--- src/rtl/pipe_hazard_ctrl.sv ---
// Hazard/stall controller for the 5-stage pipeline: load-use bubbles, redirects,
// cache-miss freezes, plus a stall watchdog and performance counters.
module pipe_hazard_ctrl #(
    parameter int unsigned TIMEOUT = 1024,
    parameter int unsigned CNT_W   = 32
) (
    input  logic             clk_i,
    input  logic             rst_i,
    input  logic             ID_EX_MemRead_i,
    input  logic [4:0]       ID_EX_Rd_i,
    input  logic [4:0]       IF_ID_Rs1_i,
    input  logic [4:0]       IF_ID_Rs2_i,
    input  logic             ID_UseRs1_i,
    input  logic             ID_UseRs2_i,
    input  logic             Redirect_i,
    input  logic             ICache_stall_i,
    input  logic             DCache_stall_i,
    output logic             PC_write_o,
    output logic             IF_ID_write_o,
    output logic             ID_EX_write_o,
    output logic             EX_MEM_write_o,
    output logic             MEM_WB_write_o,
    output logic             IF_ID_flush_o,
    output logic             ID_EX_flush_o,
    output logic             Redirect_apply_o,
    output logic             timeout_o,
    output logic [CNT_W-1:0] stall_cnt_o,
    output logic [CNT_W-1:0] flush_cnt_o
);

    localparam int unsigned MW = $clog2(TIMEOUT + 1);

    typedef enum logic [1:0] {
        MODE_NORMAL,
        MODE_LOAD_USE,
        MODE_REDIRECT,
        MODE_MEM_STALL
    } mode_e;

    logic             pending_q, pending_d;
    logic [MW-1:0]    mstall_cnt_q, mstall_cnt_d;
    logic             timeout_q, timeout_d;
    logic [CNT_W-1:0] stall_cnt_q, stall_cnt_d;
    logic [CNT_W-1:0] flush_cnt_q, flush_cnt_d;

    logic  mem_stall_c, redir_c, load_use_c;
    mode_e mode_c;

    // Cycle classification, highest priority first.
    always_comb begin
        mem_stall_c = ICache_stall_i | DCache_stall_i;
        redir_c     = Redirect_i | pending_q;
        load_use_c  = ID_EX_MemRead_i && (ID_EX_Rd_i != 5'd0) &&
                      ((ID_UseRs1_i && (ID_EX_Rd_i == IF_ID_Rs1_i)) ||
                       (ID_UseRs2_i && (ID_EX_Rd_i == IF_ID_Rs2_i)));
        if (mem_stall_c)     mode_c = MODE_MEM_STALL;
        else if (redir_c)    mode_c = MODE_REDIRECT;
        else if (load_use_c) mode_c = MODE_LOAD_USE;
        else                 mode_c = MODE_NORMAL;
    end

    // Control outputs and next state; reset forces every control low.
    always_comb begin
        PC_write_o       = 1'b0;
        IF_ID_write_o    = 1'b0;
        ID_EX_write_o    = 1'b0;
        EX_MEM_write_o   = 1'b0;
        MEM_WB_write_o   = 1'b0;
        IF_ID_flush_o    = 1'b0;
        ID_EX_flush_o    = 1'b0;
        Redirect_apply_o = 1'b0;
        pending_d        = pending_q;
        mstall_cnt_d     = '0;
        stall_cnt_d      = stall_cnt_q;
        flush_cnt_d      = flush_cnt_q;

        if (!rst_i) begin
            unique case (mode_c)
                MODE_MEM_STALL: begin
                    if (Redirect_i) pending_d = 1'b1;
                    stall_cnt_d = stall_cnt_q + CNT_W'(1);
                    if (mstall_cnt_q != MW'(TIMEOUT)) mstall_cnt_d = mstall_cnt_q + MW'(1);
                    else                              mstall_cnt_d = mstall_cnt_q;
                end
                MODE_REDIRECT: begin
                    PC_write_o       = 1'b1;
                    IF_ID_write_o    = 1'b1;
                    ID_EX_write_o    = 1'b1;
                    EX_MEM_write_o   = 1'b1;
                    MEM_WB_write_o   = 1'b1;
                    IF_ID_flush_o    = 1'b1;
                    ID_EX_flush_o    = 1'b1;
                    Redirect_apply_o = 1'b1;
                    pending_d        = 1'b0;
                    flush_cnt_d      = flush_cnt_q + CNT_W'(1);
                end
                MODE_LOAD_USE: begin
                    ID_EX_write_o  = 1'b1;
                    ID_EX_flush_o  = 1'b1;
                    EX_MEM_write_o = 1'b1;
                    MEM_WB_write_o = 1'b1;
                    stall_cnt_d    = stall_cnt_q + CNT_W'(1);
                end
                default: begin
                    PC_write_o     = 1'b1;
                    IF_ID_write_o  = 1'b1;
                    ID_EX_write_o  = 1'b1;
                    EX_MEM_write_o = 1'b1;
                    MEM_WB_write_o = 1'b1;
                end
            endcase
        end

        // Sticky: sets on the edge where the consecutive-stall count hits TIMEOUT.
        timeout_d = timeout_q | (mstall_cnt_d == MW'(TIMEOUT));
    end

    always_ff @(posedge clk_i or posedge rst_i) begin
        if (rst_i) begin
            pending_q    <= 1'b0;
            mstall_cnt_q <= '0;
            timeout_q    <= 1'b0;
            stall_cnt_q  <= '0;
            flush_cnt_q  <= '0;
        end else begin
            pending_q    <= pending_d;
            mstall_cnt_q <= mstall_cnt_d;
            timeout_q    <= timeout_d;
            stall_cnt_q  <= stall_cnt_d;
            flush_cnt_q  <= flush_cnt_d;
        end
    end

    assign timeout_o   = timeout_q;
    assign stall_cnt_o = stall_cnt_q;
    assign flush_cnt_o = flush_cnt_q;

endmodule

--- config.mk ---
export PLATFORM = sky130hd
export DESIGN_NAME = pipe_hazard_ctrl
export DESIGN_NICKNAME = d
export VERILOG_FILES = /design/src/rtl/pipe_hazard_ctrl.sv
export SDC_FILE = /design/constraint.sdc
export NUM_CORES = 1
export LEC_CHECK = 0
export CELL_PAD_IN_SITES_DETAIL_PLACEMENT = 0
export CELL_PAD_IN_SITES_GLOBAL_PLACEMENT = 2
export CORE_MARGIN = 8
export CORE_UTILIZATION = 31
export CTS_CLUSTER_DIAMETER = 50
export CTS_CLUSTER_SIZE = 20
export DETAILED_ROUTE_END_ITERATION = 7
export HOLD_SLACK_MARGIN = 0.06
export PLACE_DENSITY_LB_ADDON = 0.1
export SLEW_MARGIN = 15
export SYNTH_ARGS = -nofsm -noshare
export SYNTH_HDL_FRONTEND = slang
export SYNTH_SLANG_ARGS = --single-unit
--- constraint.sdc ---
create_clock -name clk_i -period 3.2 [get_ports clk_i]
set_input_delay 0.64 -clock clk_i [delete_from_list [all_inputs] [get_ports clk_i]]
set_output_delay 0.64 -clock clk_i [all_outputs]
set_load 0.05 [all_outputs]
==> results of run 1 <==
==> state kept, by name (all words and copies together) (netlist names) <==
register	count
flush_cnt_o	32
stall_cnt_o	32
mstall_cnt_q	11
pending_q	1
timeout_o	1
==> path summary, 6_finish.rpt <==
check                                        to  cells past startpoint  slack [ns]
worst max-delay path              IF_ID_flush_o                      9        0.12
worst min-delay path            flush_cnt_o[31]                      1        0.48
worst max register to register  flush_cnt_o[30]                     12        1.00
worst min register to register  flush_cnt_o[31]                      1        0.48
max in group asynchronous       mstall_cnt_q[4]                      4        1.39
min in group asynchronous        flush_cnt_o[5]                      3        0.73
==> critical path, cell delays in order <==
cell	delay, ns
dlygate4sd2_1	0.24
or4_4	0.53
o211ai_1	0.21
inv_2	0.08
a21boi_4	0.14
ha_2	0.17
nor2b_4	0.14
buf_6	0.14
buf_12	0.14
==> cells by family (layout without fill, tap and decap cells) <==
family          after synthesis  after routing
flops                        77             77
mux                           3              3
buf+inv                      20            145
compound gates               13             13
xor+xnor                     80             80
fa+ha+maj                     5              5
simple gates                162            162
==> per-stage QoR <==
stage	instance area, um^2	TNS (ns)	power (uW)	cells	util
floorplan	3880	-0.3576	1712	360	-
global placement	5207	-2.305	2035	634	0.4317
detailed placement	5207	-3.616	2043	634	0.4317
CTS	5522	0	3074	652	0.4578
global route	5542	0	3155	653	0.4594
finish	5542	0	3018	653	0.4594
==> layer usage <==
layer,wire length (um),GRT usage,part of all wire
met3,824,0.05740,0.085
met2,4390,0.1967,0.45
met4,135,0.04199,0.014
met5,0,0,0
met1,4383,0.1536,0.45
==> power breakdown <==
group,leakage (uW),internal [uW],switching [uW]
registers,0.000995,1070,126
clock network,0.000143,602,399
logic,0.00121,306,514
total,0.00235,1980,1040
==> final cells by class <==
cell class,instances,area share
Clock buffer,10,0.04132
Clock inverter,6,0.01106
Tap cell,168,0.03793
Inverter,11,0.008128
Multi-Input combinational cell,263,0.3339
Sequential cell,77,0.3477
Timing Repair Buffer,118,0.2199
==> timing repair <==
item / CTS / global route
setup buffers: 2 / 1
setup endpoints to repair: 3 / 9
gates cloned: 0 / 0
pin swaps: 3 / 5
hold endpoints to repair: 0 / 0
gates resized for setup: 6 / 5
==> cell usage in the layout (no fill, tap or decap), types with 3 or more instances in the layout <==
| cell type | netlist | final |
|---|---|---|
| clkdlybuf4s50_1 | 0 | 83 |
| dfrtp_1 | 77 | 77 |
| xnor2_1 | 44 | 44 |
| xor2_1 | 36 | 36 |
| nor2_1 | 36 | 33 |
| nand2_1 | 30 | 29 |
| nand3_1 | 21 | 21 |
| buf_4 | 4 | 21 |
| nand4_1 | 16 | 16 |
| nor3_1 | 12 | 11 |
| inv_1 | 11 | 9 |
| clkbuf_16 | 0 | 9 |
| buf_12 | 0 | 9 |
| and3_1 | 7 | 6 |
| nor4_1 | 6 | 6 |
| nor4b_1 | 6 | 6 |
| ha_1 | 5 | 4 |
| or4_4 | 2 | 3 |
| and4_1 | 4 | 3 |
| or3_1 | 3 | 3 |
| a21oi_1 | 3 | 3 |
| clkinv_2 | 0 | 3 |
| dlygate4sd2_1 | 0 | 3 |
==> flow_metrics.env, run 1 <==
export IMPL_outcome="complete, no violations"
export IMPL_ctsHtreeMaxLevel=3
export IMPL_crit_arrival_ns=2.44
export IMPL_initial_core_util=0.3185
export IMPL_cts_sinks=77
export IMPL_synth_top_family_by_area="simple AND/OR/NAND/NOR gates"
export IMPL_slew_headroom=0.4621
export IMPL_synthMuxAreaShare=0.008795
export IMPL_die_w_um=127.3
export IMPL_finalCritPeriodShare=0.9628
export IMPL_grt_usage=0.1270
export IMPL_power_leakage_uw=0.002346
export IMPL_synth_async_reset_ratio=1.000
export IMPL_setup_viol=0
export IMPL_endpoint_kind="primary output"
export IMPL_hold_viol=0
export IMPL_synth_seq_cells=77
export IMPL_hpwl_mm=7.294
export IMPL_pre_cts_ws_ns=-0.2973
export IMPL_final_max_slew_violation_count=0
export IMPL_holdWs_ns=0.4759
export IMPL_clock_skew_ns=0.008116
export IMPL_hp_class="flop to flop"
export IMPL_clk_path_buf_depth=2
export IMPL_drt_wirelength_per_cell_um=14.91
export IMPL_seq_area_um2=1927
export IMPL_synth_fa_ha_area_frac=0.01629
export IMPL_drc=0
export IMPL_p_per_area_nw_per_um2=544.7
export IMPL_yosysUniqueCellTypes=46
export IMPL_cap_violations=0
export IMPL_grt_max_degree=63
export IMPL_syn_avg_cell_area_um2=10.67
export IMPL_synth_top_area_frac=0.5016
export IMPL_yosysSeqAreaShare=0.5016
export IMPL_crit_required_ns=2.56
export IMPL_max_clock_freq_mhz=324.6
export IMPL_tritoncts="built"
export IMPL_num_vias=2969
export IMPL_drtPass1Iterations=5
export IMPL_numCtsBuffers=9
export IMPL_grt_first_pass_wirelength_mm=16.39
export IMPL_insertion_delay_ns=0.34
export IMPL_core_rowCount=40
export IMPL_crit_fanout=5
export IMPL_synth_ff_type="dfrtp_1"
export IMPL_multi_input_area_um2=1851
export IMPL_area_delta_synth_final_pct=44.27
export IMPL_portBuffers=95
export IMPL_antenna_found_initial=0
export IMPL_synth_xor_area_frac=0.1824
export IMPL_core_area_um2=12060
export IMPL_clkSlewWorstSetupHoldPaths_ns=0.06
export IMPL_ant_nets=0
export IMPL_synth_simple_area_share=0.2319
export IMPL_startpoint_type="input port"
export IMPL_diodes=0
export IMPL_ys_top_cells_by_count="77 x dfrtp_1, 44 x xnor2_1, 36 x nor2_1, 36 x xor2_1, 30 x nand2_1"
export IMPL_hold_start="flush_cnt_o[31]"
export IMPL_clock_root_buffer="clkbuf_16"
export IMPL_yosysTopAreaCell="dfrtp_1"
export IMPL_syn_area_um2=3841
export IMPL_die_area_um2=16210
export IMPL_worstMarginPinSlew_ns=0.8069
export IMPL_grt_pass1_vias=3208
export IMPL_startpoint="ID_EX_Rd_i[1]"
export IMPL_fin_crit_ns=3.081
export IMPL_holdBufCountCts=0
export IMPL_first_iter_violations=176
export IMPL_grt_ovfl_total=0
export IMPL_vias_per_cell=4.547
export IMPL_fillers=1174
export IMPL_rsz0062_at_grt="false"
export IMPL_synth_edff_count=0
export IMPL_nets=508
export IMPL_drive_gt1_frac=0.1567
export IMPL_synth_compound_area_frac=0.03094
export IMPL_place_congestion=0.6984
export IMPL_crit_type="input port to primary output"
export IMPL_postSynthCellCount=360
export IMPL_ir_drop_mv=0.3235
export IMPL_yosys_warnings=0
export IMPL_die_h_um=127.3
export IMPL_routed_wl_mm=9.734
export IMPL_synthesis_nets=388
export IMPL_io_pins=96
export IMPL_r2r_start="pending_q"
export IMPL_fin_ws_ns=0.1190
export IMPL_synth_area_leaders="dfrtp_1 50%, xnor2_1 10%, xor2_1 8.2%"
export IMPL_yosysMostFrequentCell="dfrtp_1"
No activity file was read; power rests on OpenSTA's default activity.
==> run 2, diff against run 1 <==
clock period = 3.25 ns   (was 3.2 ns; I/O delays follow)
==> run 2 against run 1 <==
Against the previous run:
- cell area increased by 0.61%
- core utilization increased by 0.28 points
- first-iteration DRC count decreased by 28%
- count of clock-buffer cells in the layout increased by 1
- clock skew decreased by 0.0026 ns
- global-route usage decreased by 0.55 points
- clock power increased by 5%
- sequential share of layout area decreased by 0.21 points
- sequential power about the same
- die area unchanged
- power increased by 0.65%
- worst hold slack got worse by 0.0069 ns
- critical endpoint is now Redirect_apply_o
- largest cell class unchanged
- highest routed layer unchanged
==> flow_metrics.env, run 2 (synthesis results as in run 1) <==
export IMPL_ant_nets=0
export IMPL_grt_pass1_vias=3081
export IMPL_routed_wl_mm=9.698
export IMPL_power_leakage_uw=0.002375
export IMPL_rsz0062_at_grt="false"
export IMPL_final_cell_mix="83 x clkdlybuf4s50_1, 77 x dfrtp_1, 44 x xnor2_1"
export IMPL_antenna_found_initial=0
export IMPL_io_pins=96
export IMPL_max_clock_freq_mhz=324.7
export IMPL_outcome="complete, no violations"
export IMPL_rrSetupSlack_ns=1.05
export IMPL_p_total_uw=3038
export IMPL_hp_class="flop to flop"
export IMPL_nets=510
export IMPL_place_congestion=0.7360
export IMPL_hpwl_mm=7.164
export IMPL_fin_crit_ns=3.080
export IMPL_crit_required_ns=2.60
export IMPL_mostFrequentLayoutCell="clkdlybuf4s50_1"
export IMPL_diodes=0
export IMPL_clk_path_buf_depth=2
export IMPL_numCtsBuffers=9
export IMPL_core_rowCount=40
export IMPL_clkSlewWorstSetupHoldPaths_ns=0.05
export IMPL_vias_per_cell=4.598
export IMPL_drtPass1Iterations=4
export IMPL_core_area_um2=12060
export IMPL_hold_viol=0
export IMPL_area_delta_synth_final_pct=45.15
export IMPL_endpoint_kind="primary output"
export IMPL_tritoncts="built"
export IMPL_drive_gt1_frac=0.1561
export IMPL_cts_sinks=77
export IMPL_die_area_um2=16210
export IMPL_crit_arrival_ns=2.43
export IMPL_ir_drop_mv=0.3778
export IMPL_ctsHtreeMaxLevel=3
export IMPL_grt_usage=0.1215
export IMPL_finalCritPeriodShare=0.9477
export IMPL_die_w_um=127.3
export IMPL_holdWs_ns=0.4690
export IMPL_die_h_um=127.3
export IMPL_insertion_delay_ns=0.33
export IMPL_worstMarginPinSlew_ns=0.9934
export IMPL_final_max_slew_violation_count=0
export IMPL_holdBufCountCts=0
export IMPL_slew_headroom=0.3377
export IMPL_portBuffers=95
export IMPL_first_iter_violations=127
export IMPL_setup_viol=0
export IMPL_clock_skew_ns=0.005528
export IMPL_crit_type="input port to primary output"
export IMPL_grt_ovfl_total=0
export IMPL_crit_fanout=3
export IMPL_grt_first_pass_wirelength_mm=15.77
export IMPL_num_vias=3012
export IMPL_startpoint_type="input port"
export IMPL_fillers=1171
export IMPL_p_per_area_nw_per_um2=544.9
export IMPL_clock_root_buffer="clkbuf_16"
export IMPL_cap_violations=0
export IMPL_drt_wirelength_per_cell_um=14.81
export IMPL_grt_max_degree=78
export IMPL_initial_core_util=0.3185
export IMPL_drc=0
run 2: path summary, 6_finish.rpt:
kind | from | cells past startpoint | endpoint
worst max-delay path | ID_EX_Rd_i[4] | 9 | Redirect_apply_o
worst min-delay path | flush_cnt_o[31] | 1 | flush_cnt_o[31]
worst max register to register | pending_q | 12 | flush_cnt_o[17]
worst min register to register | flush_cnt_o[31] | 1 | flush_cnt_o[31]
max in group asynchronous | rst_i | 3 | flush_cnt_o[28]
min in group asynchronous | rst_i | 3 | flush_cnt_o[2]
run 2: metrics by stage:
stage / setup slack [ns] / instances / util / cell area, um^2 / setup TNS (ns)
floorplan: -0.07815 / 360 / - / 3880 / -0.1546
global placement: -0.1440 / 635 / 0.4324 / 5215 / -1.286
detailed placement: -0.2045 / 635 / 0.4324 / 5215 / -2.328
CTS: 0.009537 / 655 / 0.4612 / 5563 / 0
global route: 0.04943 / 655 / 0.4622 / 5575 / 0
finish: 0.1701 / 655 / 0.4622 / 5575 / 0
run 2: worst max-delay path, stage by stage:
cell	delay [ns]
dlygate4sd2_1	0.24
or4_4	0.53
o211ai_1	0.21
inv_2	0.07
a21boi_4	0.14
ha_2	0.17
nor2b_4	0.15
buf_6	0.13
buf_12	0.13
run 2: layer usage:
| metal | vias to the layer above | GRT usage | wire length, um |
|---|---|---|---|
| met5 | - | 0 | 0 |
| met4 | 0 | 0.03989 | 117 |
| met3 | 10 | 0.05116 | 703 |
| met2 | 70 | 0.1827 | 4201 |
| met1 | 1451 | 0.1539 | 4676 |
| li1 | 1481 | - | - |
run 2: timing repair:
| action | 4_1_cts | 5_1_grt |
|---|---|---|
| hold endpoints to repair | 0 | 0 |
| setup buffers | 4 | 0 |
| setup endpoints to repair | 3 | 14 |
| gates resized for setup | 5 | 4 |
| pin swaps | 4 | 4 |
run 2: final cells by class:
class | count | area (um^2) | share of cell area
sequential | 77 | 1927 | 0.3456
clock inverter | 5 | 75.07 | 0.01346
clock buffer | 11 | 232.7 | 0.04174
tap | 168 | 210.2 | 0.03770
inverter | 11 | 45.04 | 0.008079
timing repair buffer | 120 | 1237 | 0.2219
multi-input combinational | 263 | 1848 | 0.3315
run 2: where the power goes:
group,total [uW],switching (uW),internal (uW)
clock network,1050,385,669
logic,807,505,302
registers,1180,122,1050
total,3040,1010,2030
==> run 3, diff against run 2 <==
--- a/config.mk
+++ b/config.mk
@@ -14,3 +14,2 @@
 export DETAILED_ROUTE_END_ITERATION = 7
-export HOLD_SLACK_MARGIN = 0.06
 export PLACE_DENSITY_LB_ADDON = 0.1
==> constraint.sdc (replaced) <==
create_clock -name clk_i -period 3.25 [get_ports clk_i]
set_input_delay 0.975 -clock clk_i [delete_from_list [all_inputs] [get_ports clk_i]]
set_output_delay 0.975 -clock clk_i [all_outputs]
set_load 0.05 [all_outputs]
==> run 3 against run 2 <==
Against the previous run:
- the run now ends with negative setup slack left
- sequential cell count stayed put
- critical path depth stayed put
- clock power is 9% lower
- power is 2.5% lower
==> flow_metrics.env, run 3 (synthesis results as in run 1) <==
export IMPL_area_delta_synth_final_pct=47.88
export IMPL_startpoint_type="input port"
export IMPL_drc=0
export IMPL_fin_ws_ns=-0.3106
export IMPL_grt_pass1_vias=3114
export IMPL_final_cells=662
export IMPL_clk_path_buf_depth=2
export IMPL_fin_crit_ns=3.561
export IMPL_slew_headroom=0.6363
export IMPL_crit_fanout=6
export IMPL_grt_ovfl_total=0
export IMPL_grt_usage=0.1268
export IMPL_power_leakage_uw=0.002409
export IMPL_violations="negative setup slack"
export IMPL_first_iter_violations=139
export IMPL_insertion_delay_ns=0.34
export IMPL_endpoint_kind="primary output"
export IMPL_drive_gt1_frac=0.1964
export IMPL_cts_sinks=77
export IMPL_routed_wl_mm=9.764
export IMPL_num_vias=3015
export IMPL_grt_first_pass_wirelength_mm=16.25
export IMPL_die_w_um=127.3
export IMPL_final_cell_mix="78 x clkdlybuf4s50_1, 77 x dfrtp_1, 44 x xnor2_1"
export IMPL_placed_cells=640
export IMPL_clock_root_buffer="clkbuf_16"
export IMPL_mostFrequentLayoutCell="clkdlybuf4s50_1"
export IMPL_outcome="finished with violations"
export IMPL_vias_per_cell=4.554
export IMPL_max_clock_freq_mhz=280.8
export IMPL_p_comb_frac=0.276
export IMPL_clkSlewWorstSetupHoldPaths_ns=0.06
export IMPL_antenna_found_initial=0
export IMPL_io_pins=96
export IMPL_hpwl_mm=7.368
export IMPL_crit_required_ns=2.27
export IMPL_switching_power_uw=1019
export IMPL_seqPwrFrac=0.400
export IMPL_hold_viol=0
export IMPL_drtPass1Iterations=4
export IMPL_place_congestion=0.7500
export IMPL_core_area_um2=12060
export IMPL_rsz0062_at_grt="true"
export IMPL_worstMarginPinSlew_ns=0.5439
export IMPL_initial_core_util=0.3185
export IMPL_numCtsBuffers=9
export IMPL_hp_class="flop to flop"
export IMPL_clkPwrFrac=0.324
export IMPL_portBuffers=95
export IMPL_grt_max_degree=38
export IMPL_drt_wirelength_per_cell_um=14.75
export IMPL_internal_power_uw=1942
export IMPL_finalCritPeriodShare=1.096
export IMPL_core_rowCount=40
export IMPL_final_max_slew_violation_count=0
export IMPL_min_path_cells=1
export IMPL_cap_violations=0
export IMPL_crit_type="input port to primary output"
export IMPL_tritoncts="built"
export IMPL_holdBufCountCts=0
export IMPL_final_cell_area_um2=5680
export IMPL_ir_drop_mv=0.4993
export IMPL_nets=517
export IMPL_ant_nets=0
export IMPL_ctsHtreeMaxLevel=3
export IMPL_die_h_um=127.3
export IMPL_fillers=1173
export IMPL_crit_arrival_ns=2.59
export IMPL_die_area_um2=16210
export IMPL_place_area_um2=5306
export IMPL_switching_share=0.3442
export IMPL_r2r_cells=14
export IMPL_p_per_area_nw_per_um2=521.3
export IMPL_diodes=0
export IMPL_clock_skew_ns=0.007799
export IMPL_setup_viol=8
==> run 3: cell types whose count changed in the layout (fill, tap and decap cells not counted), sizes merged <==
cell,before,now
clkbuf,11,14
bufinv,2,0
dlymetal6s2s,2,0
buf,33,43
dlygate4sd2,2,5
clkdlybuf4s50,83,78
==> run 3: power groups by stage <==
stage	Clock [uW]	Combinational (uW)	Sequential, uW
finish	960	818	1180
global placement	0	819	1200
floorplan	0	199	1490
global route	1050	866	1200
CTS	999	829	1180
detailed placement	0	826	1200
==> run 3: repair_timing <==
action                                  in CTS  in global routing
endpoints found under the setup margin      28                 12
resized for setup                           25                 10
pin swaps                                   12                 12
setup buffers                                4                  3
==> run 3: final timing paths <==
path	start	endpoint	slack, ns
worst max-delay path	ID_EX_Rd_i[4]	Redirect_apply_o	-0.31
worst min-delay path	flush_cnt_o[31]	flush_cnt_o[31]	0.46
worst max register to register	pending_q	flush_cnt_o[17]	0.86
worst min register to register	flush_cnt_o[31]	flush_cnt_o[31]	0.46
max in group asynchronous	rst_i	stall_cnt_o[27]	0.98
min in group asynchronous	rst_i	mstall_cnt_q[6]	1.31
==> run 3: through the flow <==
step	power, uW	setup TNS, ns	utilization	hold slack, ns	setup WS, ns
after detailed placement	2022	-16.15	0.4399	0.4629	-0.6828
after floorplan	1691	-5.239	-	0.4780	-0.3934
after global routing	3116	-2.532	0.4710	0.5073	-0.3877
final	2961	-1.518	0.4710	0.4591	-0.3106
after global placement	2017	-15.84	0.4399	0.4555	-0.6829
after CTS	3012	-1.434	0.4673	0.4756	-0.3383
==> run 3: cell type report <==
cell class / instances / area (um^2) / area share
Sequential cell: 77 / 1927 / 0.3392
Multi-Input combinational cell: 263 / 1912 / 0.3366
Timing Repair Buffer: 127 / 1297 / 0.2284
Clock buffer: 13 / 270.3 / 0.04758
Tap cell: 168 / 210.2 / 0.03700
Inverter: 11 / 45.04 / 0.007930
Clock inverter: 3 / 18.77 / 0.003304
==> run 3: critical path, stage by stage <==
cell and delay, ns:
buf_6 0.09, or4_4 0.51, o211ai_1 0.21, inv_2 0.07, a21boi_4 0.17, ha_4 0.14
nor2b_4 0.14, buf_12 0.13, buf_12 0.13
==> run 3: layer usage <==
metal  GRT usage  vias up  part of all wire
li1            -     1496                 -
met1      0.1580     1430              0.47
met2      0.1886       80              0.43
met3     0.05865        9             0.087
met4     0.04409        0             0.012
met5           0        -                 0
==> RTL change: new RTL, settings of run 1 <==
Set the parameter `CNT_W` to 28 (it was 32).
--- a/src/rtl/pipe_hazard_ctrl.sv
+++ b/src/rtl/pipe_hazard_ctrl.sv
@@ -2,7 +2,7 @@
 // cache-miss freezes, plus a stall watchdog and performance counters.
 module pipe_hazard_ctrl #(
     parameter int unsigned TIMEOUT = 1024,
-    parameter int unsigned CNT_W   = 32
+    parameter int unsigned CNT_W   = 28
 ) (
     input  logic             clk_i,
     input  logic             rst_i,
Interface: changed (resized flush_cnt_o and stall_cnt_o); port bits go from 96 to 88. The function was not compared with the original's and may differ.
==> RTL change against run 1 <==
Clock skew increased by 0.00062 ns; worst setup slack got worse by 0.024 ns; critical endpoint is now flush_cnt_o[19]; critical path depth increased by 4; first-iteration DRC count decreased by 31%; final area decreased by 9.6%; global-route usage increased by 0.27 points; total power decreased by 16%; sequential share of layout area decreased by 0.30 points; sequential cell count decreased by 8; highest routed layer unchanged; clock power decreased by 18%; die area decreased by 8.6%; wire length decreased by 6.2%; synthesized area decreased by 9.8%.
==> RTL change: results (changes against run 1) <==
* Outcome: complete, no violations (unchanged)
- Overall routing resource usage: 13.0% (was 12.7%)
- Biggest cell delay along the critical path: 0.56 ns (was 0.53 ns)
- The wire length of the first global-routing pass is 15200 um (was 16400 um).
* Share of layout cells above drive strength 1: 16.1% (was 15.7%)
- Data arrival time of the critical path: 3.37 ns (was 2.44 ns)
* Adder-cell area share of the yosys netlist: 1.81% (was 1.63%)
* Vias in the first global route: 2931 (was 3208)
- WHS: 0.472 ns (was 0.476 ns)
- The end point of the most critical hold path is stall_cnt_o[27] (was flush_cnt_o[31]).
- Internal reg-to-reg setup slack: 0.80 ns (was 1.00 ns)
- The XOR/XNOR share of the synthesized area was 19.0% (was 18.2%).
- Maximum number of pins on one net before global-route repair: 30 (was 63)
- The last weighted congestion value of the routability-driven placer came to 0.771 (was 0.698).
- Vias per std cell: 4.64 (was 4.55)
- The detailed router's first-iteration violation count was 122 (was 176).
- The worst ir drop on vdd came to 0.317 mV (was 0.323 mV).
* Dpl ws: -0.262 ns (was -0.297 ns)
- Normalized max-slew margin: 64.1% (was 46.2%)
- Clock slew seen by the registers of the worst setup and hold paths: 0.08 ns (was 0.06 ns)
- Vias after detailed routing: 2758 (was 2969)
- Metal-1 WL: 3970 um (was 4380 um)
- The clock root buffer master was sky130_fd_sc_hd__clkbuf_8 (was sky130_fd_sc_hd__clkbuf_16).
* R2r endpoint: flush_cnt_o[19] (was flush_cnt_o[30])
- Top cell types by occurrence after synthesis: sky130_fd_sc_hd__dfrtp_1 (69), sky130_fd_sc_hd__xnor2_1 (41), sky130_fd_sc_hd__nor2_1 (36), sky130_fd_sc_hd__xor2_1 (34) (was sky130_fd_sc_hd__dfrtp_1 (77), sky130_fd_sc_hd__xnor2_1 (44), sky130_fd_sc_hd__nor2_1 (36), sky130_fd_sc_hd__xor2_1 (36), sky130_fd_sc_hd__nand2_1 (30)).
- The leakage power is 2.21 nW (was 2.35 nW).
- The number of filler instances in the final layout is 1042 (was 1174).
- The number of iterations in the first detailed-routing pass is 4 (was 5).
- The worst clock skew on the final layout was 0.00873 ns (was 0.00812 ns).
- Biggest area contributors in the synthesized netlist: sky130_fd_sc_hd__dfrtp_1 (50%), sky130_fd_sc_hd__xnor2_1 (10%), sky130_fd_sc_hd__xor2_1 (8.6%) (was sky130_fd_sc_hd__dfrtp_1 (50%), sky130_fd_sc_hd__xnor2_1 (10%), sky130_fd_sc_hd__xor2_1 (8.2%))
- Count of nets after finishing: 477 (was 508)
* Multiplexer share of the synthesized area: 0.650% (was 0.879%)
- The synthesized-area fraction occupied by ao, oa, aoi and oai cells came to 3.58% (was 3.09%).
- The total wirelength of the detailed-routed design was 9130 um (was 9730 um).
- The net count of the mapped netlist came to 362 (was 388).
- Synthesized instance count: 334 (was 360)
- The distinct cell type count of the synthesized netlist came to 38 (was 46).
[RTL change: cell count changes after synthesis, sizes merged, moves of 3 or more]
cell / run 1 / this run
nor4b: 8 / 2
dfrtp: 77 / 69
xnor2: 44 / 41
nor3: 13 / 16
nand2: 30 / 24
or2: 3 / 0
or4: 4 / 1
inv: 11 / 7
[RTL change: where the power goes]
part | switching (mW) | internal [mW]
Sequential | 0.112 | 0.941
Combinational | 0.418 | 0.253
Clock | 0.374 | 0.443
Total | 0.904 | 1.64
[RTL change: layer usage]
metal  global-route usage, %  vias to the layer above
li1                        -                     1371
met1                    15.1                     1321
met2                    22.0                       55
met3                    4.26                       11
met4                    4.39                        0
met5                       0                        -
[RTL change: cell type report]
class	count	area (um^2)	area share (%)
well taps	140	175	3.50
multi-input cells	247	1720	34.3
inverters	7	30.0	0.600
clock buffers	9	124	2.47
flip-flops and latches	69	1730	34.5
repair buffers	115	1130	22.7
clock inverters	7	98.8	1.97
[RTL change: what timing repair did]
| action | 4_1_cts | 5_1_grt |
|---|---|---|
| endpoints found under the setup margin | 3 | 9 |
| cloned | 0 | 0 |
| buffers inserted | 4 | 2 |
| hold buffers | 0 | 0 |
| gates resized for setup | 3 | 9 |
| pin swaps | 4 | 7 |
[RTL change: worst max path at each step]
stage / from / end / slack [ns] / depth (start not counted)
final: ID_EX_Rd_i[4] / flush_cnt_o[19] / 0.1 / 13
after floorplan: rst_i / PC_write_o / -0.08 / 3
after global placement: ID_EX_Rd_i[1] / flush_cnt_o[23] / -0.22 / 12
after CTS: ID_EX_Rd_i[3] / IF_ID_flush_o / 0.01 / 9
after global routing: ID_EX_Rd_i[2] / flush_cnt_o[19] / -0.03 / 13
after detailed placement: ID_EX_Rd_i[1] / flush_cnt_o[23] / -0.26 / 12
